==> config.mk <==
export PLATFORM = sky130hd
export DESIGN_NAME = fb_scanout_flat
export DESIGN_NICKNAME = d
export VERILOG_FILES = /design/src/rtl/fb_pkg.sv /design/src/rtl/fb_scanout_if.sv /design/src/rtl/fb_skid_fifo.sv /design/src/rtl/fb_scanout.sv /design/src/flat_wrapper.sv
export SDC_FILE = /design/constraint.sdc
export NUM_CORES = 1
export LEC_CHECK = 0
export ABC_CLOCK_PERIOD_IN_PS = 3400
export BUFFER_PORTS_ARGS = -buffer_cell sky130_fd_sc_hd__buf_4
export CAP_MARGIN = 20
export CORE_ASPECT_RATIO = 0.8
export CORE_MARGIN = 2
export CORE_UTILIZATION = 45
export DETAILED_ROUTE_END_ITERATION = 6
export PLACE_DENSITY = 0.65
export SLEW_MARGIN = 20
export SYNTH_ARGS = -nofsm -noshare
export SYNTH_HDL_FRONTEND = slang
export SYNTH_SLANG_ARGS = --single-unit
==> constraint.sdc <==
create_clock -name clk -period 3.4 [get_ports clk]
set_input_delay 0.17 -clock clk [delete_from_list [all_inputs] [get_ports clk]]
set_output_delay 0.17 -clock clk [all_outputs]
set_load 0.02 [all_outputs]
==> src/rtl/fb_pkg.sv <==
// Shared types and default geometry for the framebuffer scanout engine.
package fb_pkg;

  localparam int unsigned FB_DATA_W   = 15;
  localparam int unsigned FB_ADDR_W   = 16;
  localparam int unsigned FB_H_ACTIVE = 256;
  localparam int unsigned FB_V_ACTIVE = 256;

  typedef enum logic [1:0] {
    IDLE,
    ISSUE,
    DRAIN
  } fb_state_t;

  // Pixel plus sideband as carried through the skid FIFO at default width
  typedef struct packed {
    logic [FB_DATA_W-1:0] data;
    logic                 sof;
    logic                 eol;
  } fb_pix_t;

endpackage

==> src/rtl/fb_scanout_if.sv <==
// Pixel stream (valid/ready with start-of-frame / end-of-line sideband).
interface fb_scanout_if
  import fb_pkg::*;
#(
  parameter int unsigned DATA_W = FB_DATA_W
) ();

  logic              m_valid;
  logic              m_ready;
  logic [DATA_W-1:0] m_data;
  logic              m_sof;
  logic              m_eol;

  modport master (output m_valid, output m_data, output m_sof, output m_eol, input m_ready);
  modport slave  (input m_valid, input m_data, input m_sof, input m_eol, output m_ready);

endinterface

==> src/rtl/fb_skid_fifo.sv <==
// Two-entry shift FIFO; head entry is the registered output so the stream
// payload comes straight from flops.
module fb_skid_fifo
  import fb_pkg::*;
#(
  parameter int unsigned W = FB_DATA_W + 2
) (
  input  logic         clk,
  input  logic         rst_n,
  input  logic         push,
  input  logic [W-1:0] din,
  input  logic         pop,
  output logic [W-1:0] dout,
  output logic         valid,
  output logic [1:0]   occ
);

  logic [W-1:0] e1_q;

  // Caller guarantees no push into a full FIFO and no pop from an empty one
  always_ff @(posedge clk or negedge rst_n) begin
    if (!rst_n) begin
      dout  <= '0;
      e1_q  <= '0;
      occ   <= '0;
      valid <= 1'b0;
    end else begin
      case ({push, pop})
        2'b10: begin
          if (occ == 2'd0) dout <= din;
          else             e1_q <= din;
          occ   <= occ + 2'd1;
          valid <= 1'b1;
        end
        2'b01: begin
          dout  <= e1_q;
          occ   <= occ - 2'd1;
          valid <= (occ == 2'd2);
        end
        2'b11: begin
          if (occ == 2'd2) begin
            dout <= e1_q;
            e1_q <= din;
          end else begin
            dout <= din;
          end
        end
        default: ;
      endcase
    end
  end

endmodule

==> src/rtl/fb_scanout.sv <==
// Framebuffer read-side scanout: sweeps H_ACTIVE*V_ACTIVE addresses, absorbs the
// 1-cycle RAM latency and emits a valid/ready pixel stream. Option macro: FB_SCANOUT_BASE_EN.
module fb_scanout
  import fb_pkg::*;
#(
  parameter int unsigned DATA_W   = FB_DATA_W,
  parameter int unsigned ADDR_W   = FB_ADDR_W,
  parameter int unsigned H_ACTIVE = FB_H_ACTIVE,
  parameter int unsigned V_ACTIVE = FB_V_ACTIVE
) (
  input  logic              clk,
  input  logic              rst_n,
  input  logic              start,
  output logic              busy,
  output logic              frame_done,
  output logic [ADDR_W-1:0] rd_addr,
  input  logic [DATA_W-1:0] rd_q,
`ifdef FB_SCANOUT_BASE_EN
  input  logic [ADDR_W-1:0] base_addr,
`endif
  fb_scanout_if.master      m_if
);

  localparam int unsigned XW = (H_ACTIVE > 1) ? $clog2(H_ACTIVE) : 1;
  localparam int unsigned YW = (V_ACTIVE > 1) ? $clog2(V_ACTIVE) : 1;
  localparam int unsigned FW = DATA_W + 2;
  localparam logic [XW-1:0] X_LAST = XW'(H_ACTIVE - 1);
  localparam logic [YW-1:0] Y_LAST = YW'(V_ACTIVE - 1);

  fb_state_t         state_q, state_d;
  logic [XW-1:0]     x_q, x_d;
  logic [YW-1:0]     y_q, y_d;
  logic [ADDR_W-1:0] addr_d;
  logic [ADDR_W-1:0] base_c;
  logic              busy_d, done_d;
  logic              inflight_q, inflight_d;
  logic              tag_sof_q, tag_sof_d;
  logic              tag_eol_q, tag_eol_d;
  logic              issue_c, pop_c;
  logic [2:0]        credit_c;
  logic [1:0]        occ;
  logic              fifo_valid;
  logic [FW-1:0]     fifo_dout;

`ifdef FB_SCANOUT_BASE_EN
  assign base_c = base_addr;
`else
  assign base_c = '0;
`endif

  assign pop_c    = fifo_valid & m_if.m_ready;
  // Entries already owned by the FIFO or the RAM pipe after this cycle's pop
  assign credit_c = 3'(occ) + 3'(inflight_q) - 3'(pop_c);

  always_comb begin
    state_d    = state_q;
    x_d        = x_q;
    y_d        = y_q;
    addr_d     = rd_addr;
    busy_d     = busy;
    done_d     = 1'b0;
    inflight_d = 1'b0;
    tag_sof_d  = tag_sof_q;
    tag_eol_d  = tag_eol_q;
    issue_c    = 1'b0;
    unique case (state_q)
      IDLE: begin
        // frame_done cycle still counts as busy for start purposes
        if (start && !frame_done) begin
          state_d = ISSUE;
          x_d     = '0;
          y_d     = '0;
          addr_d  = base_c;
          busy_d  = 1'b1;
        end
      end
      ISSUE: begin
        issue_c = (credit_c < 3'd2);
        if (issue_c) begin
          inflight_d = 1'b1;
          tag_sof_d  = (x_q == '0) && (y_q == '0);
          tag_eol_d  = (x_q == X_LAST);
          addr_d     = rd_addr + ADDR_W'(1);
          if (x_q == X_LAST) begin
            x_d = '0;
            if (y_q == Y_LAST) state_d = DRAIN;
            else               y_d     = y_q + YW'(1);
          end else begin
            x_d = x_q + XW'(1);
          end
        end
      end
      DRAIN: begin
        // Last pixel: nothing else queued or in the RAM pipe
        if (pop_c && (occ == 2'd1) && !inflight_q) begin
          state_d = IDLE;
          busy_d  = 1'b0;
          done_d  = 1'b1;
        end
      end
      default: state_d = IDLE;
    endcase
  end

  always_ff @(posedge clk or negedge rst_n) begin
    if (!rst_n) begin
      state_q    <= IDLE;
      x_q        <= '0;
      y_q        <= '0;
      rd_addr    <= '0;
      busy       <= 1'b0;
      frame_done <= 1'b0;
      inflight_q <= 1'b0;
      tag_sof_q  <= 1'b0;
      tag_eol_q  <= 1'b0;
    end else begin
      state_q    <= state_d;
      x_q        <= x_d;
      y_q        <= y_d;
      rd_addr    <= addr_d;
      busy       <= busy_d;
      frame_done <= done_d;
      inflight_q <= inflight_d;
      tag_sof_q  <= tag_sof_d;
      tag_eol_q  <= tag_eol_d;
    end
  end

  fb_skid_fifo #(.W(FW)) u_fifo (
    .clk   (clk),
    .rst_n (rst_n),
    .push  (inflight_q),
    .din   ({rd_q, tag_sof_q, tag_eol_q}),
    .pop   (pop_c),
    .dout  (fifo_dout),
    .valid (fifo_valid),
    .occ   (occ)
  );

  assign m_if.m_valid = fifo_valid;
  assign m_if.m_data  = fifo_dout[FW-1:2];
  assign m_if.m_sof   = fifo_dout[1];
  assign m_if.m_eol   = fifo_dout[0];

endmodule

==> src/flat_wrapper.sv <==
// flat-port wrapper written by rule: the top's interface ports become plain ports
module fb_scanout_flat import fb_pkg::*;
#(
  parameter int unsigned DATA_W   = FB_DATA_W,
  parameter int unsigned ADDR_W   = FB_ADDR_W,
  parameter int unsigned H_ACTIVE = FB_H_ACTIVE,
  parameter int unsigned V_ACTIVE = FB_V_ACTIVE
)
  (clk, rst_n, start, busy, frame_done, rd_addr, rd_q, m_if_m_valid, m_if_m_data, m_if_m_sof, m_if_m_eol, m_if_m_ready);
  fb_scanout_if #(.DATA_W(DATA_W)) m_if_i ();
  input  logic clk;
  input  logic rst_n;
  input  logic start;
  output logic busy;
  output logic frame_done;
  output logic [ADDR_W-1:0] rd_addr;
  input  logic [DATA_W-1:0] rd_q;
  output wire logic [$bits(m_if_i.m_valid)-1:0] m_if_m_valid;
  output wire logic [$bits(m_if_i.m_data)-1:0] m_if_m_data;
  output wire logic [$bits(m_if_i.m_sof)-1:0] m_if_m_sof;
  output wire logic [$bits(m_if_i.m_eol)-1:0] m_if_m_eol;
  input wire logic [$bits(m_if_i.m_ready)-1:0] m_if_m_ready;
  assign m_if_m_valid = m_if_i.m_valid;
  assign m_if_m_data = m_if_i.m_data;
  assign m_if_m_sof = m_if_i.m_sof;
  assign m_if_m_eol = m_if_i.m_eol;
  assign m_if_i.m_ready = m_if_m_ready;
  fb_scanout #(.DATA_W(DATA_W), .ADDR_W(ADDR_W), .H_ACTIVE(H_ACTIVE), .V_ACTIVE(V_ACTIVE)) u_core (.clk(clk), .rst_n(rst_n), .start(start), .busy(busy), .frame_done(frame_done), .rd_addr(rd_addr), .rd_q(rd_q), .m_if(m_if_i));
endmodule
==> reports/results.ini <==
[run_status]
status=finished clean

[synth]
seq_area_frac_synth_pct=49.9
ys_seq_elements=76
synth.area.top_cells=dfrtp_1 50%, mux2_2 5.6%, ha_1 3.9%
synth_ff_type=dfrtp_1
synth_edf_count=0
synth_warnings=0
synth_top_area_cell=dfrtp_1
yosysTopAreaCellShare_pct=49.9
async_flop_share_pct=100
netlist_instances=369
syn-num-nets=401
synthesis.area_mm2=0.00381
syn_area_per_cell_um2=10.3
ys_types=52

[run]
drv_cap=0

[sta]
hold_viol=0
fin_crit_sh_pct=95.6
worst_clock_skew_ns=0.0108
rsz0062_at_grt=no
fin_tns_setup_ns=0
setup_violations=0
worst_pin_slew_ns=0.976
maxSlewHeadroom_pct=34.8
period_minus_slack_ns=3.25
fmax_ghz=0.308
report.final.slew_viol_count=0
setup_slack_ns=0.148

[detailed_routing]
wl_per_cell_um=15.9
initialDrtViolationCount=189
drc_errors=0
routed-via-count=3031
vias_per_cell=5.61
postRouteAntennaNets=0
drt_wl_total_mm=8.60
drt_pass1_iterations=4

[cells_and_area]
nFillCells=729
layout-drive-gt1-share_pct=25.2
diodes=0
final_nets=459
area_growth_pct=19.5

[critical_path]
crit_type=reg -> reg
cp.required_ns=3.63
r2r-start=u_core.u_fifo.valid
endpoint_kind=register
r2r_end=u_core.y_q[7]
crit_arrival_ns=3.48
cp_max_fo=7
cp-start-kind=register
rr_worst_depth=8
r2r_setup_slack_ns=0.15

[placement]
io_buffers=54
place_ws_ns=0.203
place_congestion=0.858
dp_hpwl_mm=5.96

[hold_path]
whs_path_depth=2
worstHoldEndpoint=u_core.u_fifo.e1_q[8]
holdCritStartpoint=rd_q[6]
hold_path_class=in -> reg

[clock_tree]
cts.path.max_buffers=2
h-tree-depth=3
cts-buffers-inserted=9
cts_tree=done
clk_latency_ns=0.35
clockRootBuffer=clkbuf_8
clkSinkCount=76
clk_pin_slew_ns=0.08
cts_setup_buffers=0
cts_repair_resize_count=0

[power]
p_comb_share_pct=47.4
seq_power_share_pct=35.2
ir_drop_uv=428
p_clk_share_pct=17.4
sw_frac_of_total_pct=42.1
power.leakage_uw=0.00210
pwr_density_cell_mw_per_mm2=903
p_int_uw=2380
p_sw_uw=1730

[floorplanning]
start_util_pct=47.3
die_h_um=86.3
design.core.area_mm2=0.00806
die_w_um=107
dieArea_mm2=0.00922
rows=29
pin_count=55

[global_route]
grtUsageTotal_pct=19.7
grt_antenna_before_repair=0
grt_pass1_vias=2905
grt_pass1_wl_mm=14.3
grt_max_degree=77
grt_overflow=0

## what timing repair did
| item | CTS | global route |
|---|---|---|
| hold endpoints to repair | 17 | 0 |
| endpoints found under the setup margin | 0 | 0 |
| hold buffers | 1 | 0 |
## state kept, by name (all words and copies together), names as in the netlist
register,count
u_core.tag_sof_q,1
u_core.u_fifo.valid,1
u_core.u_fifo.e1_q,17
u_core.state_q,2
u_core.tag_eol_q,1
u_core.frame_done,1
u_core.busy,1
u_core.rd_addr,16
u_core.y_q,8
u_core.x_q,8
u_core.inflight_q,1
u_core.u_fifo.dout,17
u_core.u_fifo.occ,2
## area by class of cell
type	instances	area, um2	share of cell area (%)
sequential	76	1900	41.8
multi-input combinational	259	1760	38.7
timing repair buffer	64	483	10.6
clock buffer	10	138	3.02
tap	108	135	2.97
clock inverter	6	70.1	1.54
inverter	17	63.8	1.40
## cells in the final DEF (no fill, tap or decap), drive strengths merged, types with 12 or more instances in the layout
cell and instances:
dfrtp 76, buf 63, nand2 29, a21oi 27, nor2 25, nand3 19, mux2 19, inv 19
a22oi 17, o21ai 13, ha 12
## metrics by stage
stage	utilization (%)	total power [uW]	hold slack (ns)	cells	area, um2
floorplan	-	2740	-0.126	369	3810
global placement	53.8	3340	0.387	523	4340
detailed placement	53.8	3400	0.385	523	4340
CTS	56.5	4150	0.0392	540	4550
global route	56.5	4420	0.0318	540	4550
finish	56.5	4110	0.0580	540	4550
## power groups by stage
| stage | clock network, uW | registers [uW] | logic, uW |
|---|---|---|---|
| 2_1_floorplan | 0 | 1590 | 1150 |
| 3_5_place_dp | 0 | 1470 | 1930 |
| 3_3_place_gp | 0 | 1450 | 1890 |
| 4_1_cts | 745 | 1450 | 1950 |
| 6_report | 715 | 1450 | 1950 |
| 5_1_grt | 787 | 1500 | 2130 |
## metal layers
metal	track usage [%]	vias up	part of all wire, %
li1	-	1469	-
met1	28.4	1481	47
met2	29.9	74	47
met3	4.74	7	5.6
met4	5.43	0	0.79
met5	0	-	0
## worst max-delay path, stage by stage, from the launching register on
cell      delay (ns)
dfrtp_1         0.39
and2_1          0.21
ha_1            0.30
nand2b_1        0.18
fa_1            0.74
inv_1           0.14
or4_4           0.57
o311a_1         0.34
a211o_1         0.26
## how the worst max path moves through the flow
| stage | endpoint | startpoint | depth (start not counted) |
|---|---|---|---|
| after floorplan | u_core.y_q[1] | u_core.u_fifo.valid | 9 |
| after global placement | u_core.y_q[7] | u_core.u_fifo.valid | 8 |
| after detailed placement | u_core.y_q[7] | u_core.u_fifo.valid | 8 |
| after CTS | u_core.y_q[7] | u_core.u_fifo.valid | 8 |
| after global routing | u_core.y_q[1] | u_core.u_fifo.valid | 8 |
| final | u_core.y_q[7] | u_core.u_fifo.valid | 8 |
## cell usage after synthesis (all sizes together) (2+ instances only)
cell / count
a211o: 5
a21o: 6
a21oi: 27
a22oi: 17
a311o: 2
a31oi: 7
and3: 5
buf: 7
clkbuf: 9
dfrtp: 76
ha: 12
inv: 17
mux2: 19
mux2i: 6
nand2: 29
nand2b: 2
nand3: 19
nand3b: 2
nand4: 8
nor2: 25
nor3: 7
nor3b: 3
nor4: 8
nor4b: 4
o211ai: 2
o21ai: 13
o311a: 3
o31ai: 2
or2: 3
or3: 2
or4: 5
xnor2: 6
## kinds of logic (layout without fill, tap and decap cells)
kind of cell | Yosys count | after routing | share of synthesized area, %
multiplexers | 25 | 25 | 7.19
AND/OR/NAND/NOR | 125 | 125 | 17.3
flip-flops | 76 | 76 | 49.9
AO/OA/AOI/OAI | 89 | 89 | 15.4
buffers and inverters | 34 | 97 | 3.94
XOR/XNOR | 7 | 7 | 1.81
adder cells (fa/ha/maj) | 13 | 13 | 4.47
Power figures use the tool's default switching activity.
